$ cat config.mk
export PLATFORM = sky130hd
export DESIGN_NAME = ascon_ctrl
export DESIGN_NICKNAME = d
export VERILOG_FILES = /design/src/rtl/ascon_ctrl.sv
export SDC_FILE = /design/constraint.sdc
export NUM_CORES = 1
export LEC_CHECK = 0
export ABC_AREA = 1
export CORE_MARGIN = 2
export CORE_UTILIZATION = 30
export DETAILED_ROUTE_END_ITERATION = 8
export GPL_ROUTABILITY_DRIVEN = 0
export GPL_TIMING_DRIVEN = 0
export PLACE_DENSITY = 0.5
export REMOVE_ABC_BUFFERS = 1
export SKIP_CTS_REPAIR_TIMING = 1
export SYNTH_ARGS = -nofsm -noshare
export SYNTH_HDL_FRONTEND = slang
export SYNTH_SLANG_ARGS = --single-unit
$ cat constraint.sdc
create_clock -name clock_i -period 1.7 [get_ports clock_i]
set_clock_uncertainty 0.05 [all_clocks]
set_input_delay 0.17 -clock clock_i [delete_from_list [all_inputs] [get_ports clock_i]]
set_output_delay 0.17 -clock clock_i [all_outputs]
set_load 0.05 [all_outputs]
$ cat src/rtl/ascon_ctrl.sv
// ascon_ctrl: sequencing FSM for the ASCON-128 encryption datapath (control only, no state data).
// Optional abort input enabled by defining ASCON_ABORT_EN.
module ascon_ctrl #(
    parameter int NB_AD_BLOCKS = 1,
    parameter int NB_PT_BLOCKS = 4
) (
    input  logic       clock_i,
    input  logic       resetb_i,
    input  logic       start_i,
`ifdef ASCON_ABORT_EN
    input  logic       abort_i,
`endif
    input  logic       data_valid_i,
    output logic       data_ready_o,
    output logic       init_state_o,
    output logic       ena_perm_o,
    output logic [3:0] round_o,
    output logic       ena_xor_up_o,
    output logic       sel_up_o,
    output logic       ena_xor_down_o,
    output logic       sel_down_o,
    output logic       cipher_valid_o,
    output logic       tag_valid_o,
    output logic       busy_o
);
    typedef enum logic [2:0] {IDLE, INIT, AD_WAIT, AD_PERM, PT_WAIT, PT_PERM, FIN, DONE} state_t;

    localparam logic [7:0] AD_LAST = 8'(NB_AD_BLOCKS - 1);
    localparam logic [7:0] PT_LAST = 8'(NB_PT_BLOCKS - 1);

    state_t     r_state, w_state_nxt;
    logic [3:0] r_round;
    logic [7:0] r_ad_cnt, r_pt_cnt;
    logic       w_abort, w_xfer, w_r11, w_ad_last, w_pt_last;

`ifdef ASCON_ABORT_EN
    assign w_abort = abort_i && (r_state != IDLE);
`else
    assign w_abort = 1'b0;
`endif

    assign w_xfer    = data_valid_i && !w_abort;
    assign w_r11     = r_round == 4'd11;
    assign w_ad_last = r_ad_cnt == AD_LAST;
    assign w_pt_last = r_pt_cnt == PT_LAST;

    always_comb begin
        w_state_nxt    = r_state;
        data_ready_o   = 1'b0;
        init_state_o   = 1'b0;
        ena_perm_o     = 1'b0;
        round_o        = r_round;
        ena_xor_up_o   = 1'b0;
        sel_up_o       = 1'b0;
        ena_xor_down_o = 1'b0;
        sel_down_o     = 1'b0;
        cipher_valid_o = 1'b0;
        tag_valid_o    = 1'b0;
        busy_o         = r_state != IDLE;
        case (r_state)
            IDLE: w_state_nxt = start_i ? INIT : IDLE;
            INIT: begin
                ena_perm_o     = 1'b1;
                init_state_o   = r_round == 4'd0;
                ena_xor_down_o = w_r11;
                w_state_nxt    = w_r11 ? AD_WAIT : INIT;
            end
            AD_WAIT: begin
                // The accepted block is absorbed during round 6 itself, so waiting just parks at 6.
                data_ready_o = !w_abort;
                round_o      = 4'd6;
                ena_perm_o   = w_xfer;
                ena_xor_up_o = w_xfer;
                w_state_nxt  = w_xfer ? AD_PERM : AD_WAIT;
            end
            AD_PERM: begin
                ena_perm_o     = 1'b1;
                ena_xor_down_o = w_r11 && w_ad_last;
                sel_down_o     = w_r11 && w_ad_last;
                w_state_nxt    = !w_r11 ? AD_PERM : w_ad_last ? PT_WAIT : AD_WAIT;
            end
            PT_WAIT: begin
                // The last block starts the 12-round finalisation, so it enters at round 0.
                data_ready_o   = !w_abort;
                round_o        = w_pt_last ? 4'd0 : 4'd6;
                ena_perm_o     = w_xfer;
                ena_xor_up_o   = w_xfer;
                sel_up_o       = w_xfer && w_pt_last;
                cipher_valid_o = w_xfer;
                w_state_nxt    = !w_xfer ? PT_WAIT : w_pt_last ? FIN : PT_PERM;
            end
            PT_PERM: begin
                ena_perm_o  = 1'b1;
                w_state_nxt = w_r11 ? PT_WAIT : PT_PERM;
            end
            FIN: begin
                ena_perm_o     = 1'b1;
                ena_xor_down_o = w_r11;
                w_state_nxt    = w_r11 ? DONE : FIN;
            end
            DONE: begin
                tag_valid_o = 1'b1;
                w_state_nxt = IDLE;
            end
        endcase
        if (w_abort) begin
            w_state_nxt    = IDLE;
            cipher_valid_o = 1'b0;
            tag_valid_o    = 1'b0;
        end
    end

    always_ff @(posedge clock_i or negedge resetb_i) begin
        if (!resetb_i) begin
            r_state  <= IDLE;
            r_round  <= 4'd0;
            r_ad_cnt <= 8'd0;
            r_pt_cnt <= 8'd0;
        end else begin
            r_state <= w_state_nxt;
            r_round <= w_abort ? 4'd0 : !ena_perm_o ? r_round : (round_o == 4'd11) ? 4'd0 : round_o + 4'd1;
            if (w_abort || (r_state == IDLE && start_i)) begin
                r_ad_cnt <= 8'd0;
                r_pt_cnt <= 8'd0;
            end else begin
                if (r_state == AD_PERM && w_r11)
                    r_ad_cnt <= r_ad_cnt + 8'd1;
                if (r_state == PT_PERM && w_r11)
                    r_pt_cnt <= r_pt_cnt + 8'd1;
            end
        end
    end
endmodule

==> results of run 1 <==
-- through the flow --
step	cells	setup TNS, ns	setup WS [ns]
finish	315	-0.587	-0.101
global route	315	-1.59	-0.201
CTS	293	-9.60	-0.918
detailed placement	289	-5.15	-0.622
global placement	289	-5.35	-0.629
floorplan	205	-3.10	-0.644
-- registers in the layout (all words and copies together), names as in the netlist --
signal,count
r_pt_cnt,8
r_state,3
r_ad_cnt,8
r_round,4
-- cells by family after synthesis --
| logic type | after synthesis | share of synthesized area [%] |
|---|---|---|
| buffers and inverters | 36 | 9.18 |
| DFF | 23 | 38.0 |
| AOI/OAI and AO/OA | 19 | 7.44 |
| xor gates and xnor gates | 5 | 2.89 |
| and+or+nand+nor | 119 | 39.1 |
| adders and majority gates | 4 | 3.31 |
-- cells in the mapped netlist (all sizes together) --
cell type	number
a21oi	4
a22o	1
buf	1
dfrtp	23
ha	4
inv	35
nand2	58
nand3	16
nand3b	4
nand4	13
nor2	23
nor3	1
o2111ai	1
o211ai	2
o21ai	10
o22ai	1
or2	4
xor2	5
-- how the worst max path moves through the flow --
stage                     cells past startpoint                   start  slack (ns)                      to
after floorplan                              10    r_state[2]$_DFF_PN0_       -0.64  r_round[2]$_DFFE_PN0P_
after global placement                        8  r_round[2]$_DFFE_PN0P_       -0.63          ena_xor_down_o
after detailed placement                      8  r_round[2]$_DFFE_PN0P_       -0.62          ena_xor_down_o
after CTS                                     8  r_round[2]$_DFFE_PN0P_       -0.92          ena_xor_down_o
after global routing                          6    r_state[1]$_DFF_PN0_       -0.20          ena_xor_down_o
final                                         8    r_state[0]$_DFF_PN0_       -0.10          ena_xor_down_o
-- cell usage in the layout (no fill, tap or decap), types with 5 or more instances in the layout --
| cell type | n |
|---|---|
| nand4_1 | 12 |
| buf_4 | 20 |
| inv_1 | 20 |
| nand3_1 | 13 |
| o21ai_0 | 7 |
| nand2_4 | 6 |
| dfrtp_1 | 15 |
| inv_2 | 12 |
| dfrtp_2 | 8 |
| buf_8 | 5 |
| xor2_1 | 5 |
| buf_6 | 7 |
| nand2_2 | 6 |
| nor2_1 | 16 |
| nand2_1 | 46 |
-- layout make-up --
cell class                 count  area (sq um)  area share, %
timing repair buffer          39           372           17.3
sequential                    23           586           27.2
tap                           67          83.8           3.90
clock buffer                   4          45.0           2.10
inverter                      35           141           6.58
multi-input combinational    147           922           42.9
-- where the power goes --
group | switching [mW] | internal [mW]
Clock | 0.173 | 0.167
Combinational | 1.19 | 0.802
Sequential | 0.207 | 0.709
-- metal layers --
metal | global-route usage [%] | up-vias | routed length [um]
met5 | 0 | - | 0
li1 | - | 753 | -
met4 | 1.79 | 0 | 35
met1 | 17.7 | 683 | 1750
met2 | 21.2 | 11 | 1860
met3 | 3.35 | 4 | 94
==> results.tsv, run 1 <==
metric	value	unit
required	1.48	ns
grt_pass1_vias	1247	
yosys.cell_types.count	29	
drive_above_1_share	37.5	%
numCtsBuffers	3	
rr_startpoint	r_state[1]$_DFF_PN0_	
hpwl	2480	um
ys_ff_latch	23	
die_h	75.0	um
grt-ovfl-total	0	
cts_sinks	23	
reg2reg_depth	11	
rows	25	
fillers	503	
drv_slew	0	
ios	18	
syn2layout_area_growth	42.1	%
slowest_stage	dfrtp_2	
cts_tree	yes	
power.total	3.25	mW
violations	setup timing	
maxSlewHeadroom	26.5	%
vias_per_cell	4.61	
fin_nets	257	
peakVddDrop	582	uV
fmax	555	MHz
clk_path_buf_depth	2	
grt_pass1_wl	5630	um
place_area	1760	sq um
grt_max_degree	24	
worstPathMaxFanout	6	
firstDrtPassIters	4	
antenna_found_initial	0	
hold_slack	0.448	ns
synth_cells	206	
yosys.area.top_type_share	38.0	%
wire_per_inst	11.9	um
synth-seq-area-share	38.0	%
ys_warn_count	0	
netlist_top_cells_area	dfrtp_1 38%, nand2_1 13%, inv_1 7.4%	
die_x	75.0	um
setup_viol	8	
grt_usage	13.0	%
clk_latency	0.26	ns
post-route-cell-area	2150	sq um
die-area	5630	sq um
r2r_slack	-0.08	ns
criticalPathCategory	reg -> out	
netlist_area	1510	sq um
synth.avg_cell_area	7.34	sq um
drc	0	
maxCapViolations	0	
start_util	31.6	%
rsz0062_at_grt	true	
critical-path-max-stage-delay	0.41	ns
wirelength	3740	um
crit_path_cell_trace	buf_4, nand2_2, nor2_4, nand2_4, inv_6, nand2_2, o211ai_1, buf_4	
min_period	1.80	ns
final_hold_viol_count	0	
cts.reportedPaths.clkPinSlew	0.09	ns
htreeDepth	1	
fin_crit_sh	106	%
cp.arrival	1.58	ns
critical_path.startpoint_type	flip-flop	
drt_first_iter_violations	55	
root_buffer	clkbuf_8	
diodes	0	
vias	1451	
synth_top_area_cell	dfrtp_1	
final.setup.worst_slack	-0.101	ns
worstSetupEndpointType	output pin	
final_util	44.9	%
path_buf_inv	3	
powerDensity	1510	nW/um^2
io_buffers	17	
cp_top_family	buffers and inverters	
worstMarginPinSlew	1.10	ns
hp-class	in -> async	
p_leak	1.11	nW
status	complete, but fails checks	
coreArea	4790	sq um
ant_nets	0	
timing.rr.end	r_round[3]$_DFFE_PN0P_	
Note: power is estimated with default switching activity, not from simulation.
==> run 2: changes to the inputs <==
--- a/config.mk
+++ b/config.mk
@@ -8,11 +8,11 @@
 export ABC_AREA = 1
 export CORE_MARGIN = 2
 export CORE_UTILIZATION = 30
+export CTS_CLUSTER_DIAMETER = 30
 export DETAILED_ROUTE_END_ITERATION = 8
 export GPL_ROUTABILITY_DRIVEN = 0
 export GPL_TIMING_DRIVEN = 0
 export PLACE_DENSITY = 0.5
-export REMOVE_ABC_BUFFERS = 1
 export SKIP_CTS_REPAIR_TIMING = 1
 export SYNTH_ARGS = -nofsm -noshare
 export SYNTH_HDL_FRONTEND = slang
==> run 2 against run 1 <==
Against the previous run:
- the flow still finishes with violations (setup timing)
- clock power grew 3%
- core utilization shrank 0.34 points
- sequential cell count is the same
- highest routed layer unchanged
==> results.tsv, run 2 (synthesis gave the netlist of run 1 again) <==
metric	value	unit	change
grt-ovfl-total	0		unchanged
htreeDepth	1		unchanged
setup_viol	8		unchanged
diodes	0		unchanged
vias_per_cell	4.58		-0.63%
clk_latency	0.26	ns	about the same
vias	1451		unchanged
worstPathMaxFanout	6		unchanged
worstMarginPinSlew	1.08	ns	-0.0216 ns
syn2layout_area_growth	41.0	%	
violations	setup timing		
setup_tns	-0.470	ns	+0.118 ns
start_util	31.6	%	unchanged
final.setup.worst_slack	-0.119	ns	-0.0178 ns
coreArea	4790	sq um	unchanged
antenna_found_initial	0		unchanged
cts_sinks	23		unchanged
synth_nets	214		
post-route-cell-area	2130	sq um	-0.76%
required	1.48	ns	about the same
worstSetupEndpointType	output pin		
reg2reg_depth	12		+1
fmax	550	MHz	-0.98%
r2r_slack	-0.09	ns	about the same
root_buffer	clkbuf_8		
peakVddDrop	810	uV	+39%
drive_above_1_share	36.0	%	-1.5 points
pre_cts_ws	-0.623	ns	-0.00139 ns
grt_pass1_vias	1287		+3.2%
grt_max_degree	24		unchanged
wire_per_inst	11.7	um	-1.6%
numCtsBuffers	3		unchanged
maxSlewHeadroom	27.9	%	+1.4 points
ant_nets	0		unchanged
die-area	5630	sq um	unchanged
wirelength	3700	um	-0.99%
final_hold_viol_count	0		unchanged
cts_tree	yes		
min_period	1.82	ns	+0.0178 ns
p_leak	1.12	nW	+1.3%
rr_startpoint	r_state[1]$_DFF_PN0_		
die_x	75.0	um	unchanged
criticalPathCategory	reg -> out		
hpwl	2510	um	+1.3%
rows	25		unchanged
mostFrequentLayoutCell	nand2_1		
clk_path_buf_depth	2		unchanged
grt_usage	13.6	%	+0.66 points
cts.reportedPaths.clkPinSlew	0.09	ns	about the same
power.total	3.22	mW	-0.84%
timing.rr.end	r_round[2]$_DFFE_PN0P_		
drv_slew	0		unchanged
cp.arrival	1.60	ns	+0.02 ns
firstDrtPassIters	4		unchanged
final_cell_mix	47 x nand2_1, 24 x buf_4, 22 x inv_1		
fin_crit_sh	107	%	+1.0 points
hp-class	in -> async		
io_buffers	17		unchanged
drc	0		unchanged
rsz0062_at_grt	true		
ios	18		unchanged
critical_path.startpoint_type	flip-flop		
place_area	1780	sq um	+0.92%
powerDensity	1510	nW/um^2	about the same
top_regs	r_ad_cnt: 8 flops, r_pt_cnt: 8 flops, r_round: 4 flops		
fin_nets	259		+0.78%
fillers	506		+0.60%
status	complete, but fails checks		
die_h	75.0	um	unchanged
grt_pass1_wl	5990	um	+6.4%
drt_first_iter_violations	46		-16%
maxCapViolations	0		unchanged
==> run 2: cell count changes in the layout (fill, tap and decap cells not counted), sizes merged <==
cell / before / now
clkbuf: 5 / 6
clkinv: 0 / 1
dlymetal6s2s: 2 / 1
buf: 33 / 34
==> run 2: metrics by stage <==
| stage | hold slack (ns) | util (%) | instances |
|---|---|---|---|
| after floorplan | -0.176 | - | 206 |
| after global placement | 0.467 | 37.2 | 290 |
| after detailed placement | 0.472 | 37.2 | 290 |
| after CTS | 0.485 | 38.1 | 294 |
| after global routing | 0.531 | 44.6 | 317 |
| final | 0.428 | 44.6 | 317 |
==> run 2: worst max-delay path by stage <==
stage	startpoint	to	depth (start not counted)
after floorplan	r_state[1]$_DFF_PN0_	r_round[2]$_DFFE_PN0P_	10
after global placement	r_round[2]$_DFFE_PN0P_	ena_xor_down_o	8
after detailed placement	r_round[2]$_DFFE_PN0P_	ena_xor_down_o	8
after CTS	r_round[2]$_DFFE_PN0P_	ena_xor_down_o	8
after global routing	r_round[2]$_DFFE_PN0P_	ena_xor_down_o	8
final	r_state[2]$_DFF_PN0_	ena_xor_down_o	7
==> run 2: routing by layer <==
metal	global-route usage (%)	part of all wire [%]	vias up
met1	18.9	47	666
met4	3.57	1.5	0
met3	2.14	3.5	6
li1	-	-	754
met5	0	0	-
met2	22.2	48	25
==> run 2: area by class of cell <==
class	instances	area, sq um	share of cell area, %
Buffer	1	5.00	0.235
Multi-Input combinational cell	147	917	43.0
Inverter	35	144	6.74
Tap cell	67	83.8	3.93
Clock buffer	3	41.3	1.94
Timing Repair Buffer	40	355	16.7
Clock inverter	1	5.00	0.235
Sequential cell	23	582	27.3
==> run 2: power breakdown <==
group          internal [mW]  switching (mW)  total [mW]
Combinational          0.772            1.21        1.98
Sequential             0.700           0.191       0.891
Clock                  0.164           0.187       0.350
==> run 2: worst max-delay path, cell delays in order (launching register included) <==
cell	delay, ns
dfrtp_2	0.46
buf_4	0.17
nor2_4	0.14
nand2_4	0.08
inv_4	0.09
nand2_2	0.07
o211ai_1	0.09
buf_4	0.23
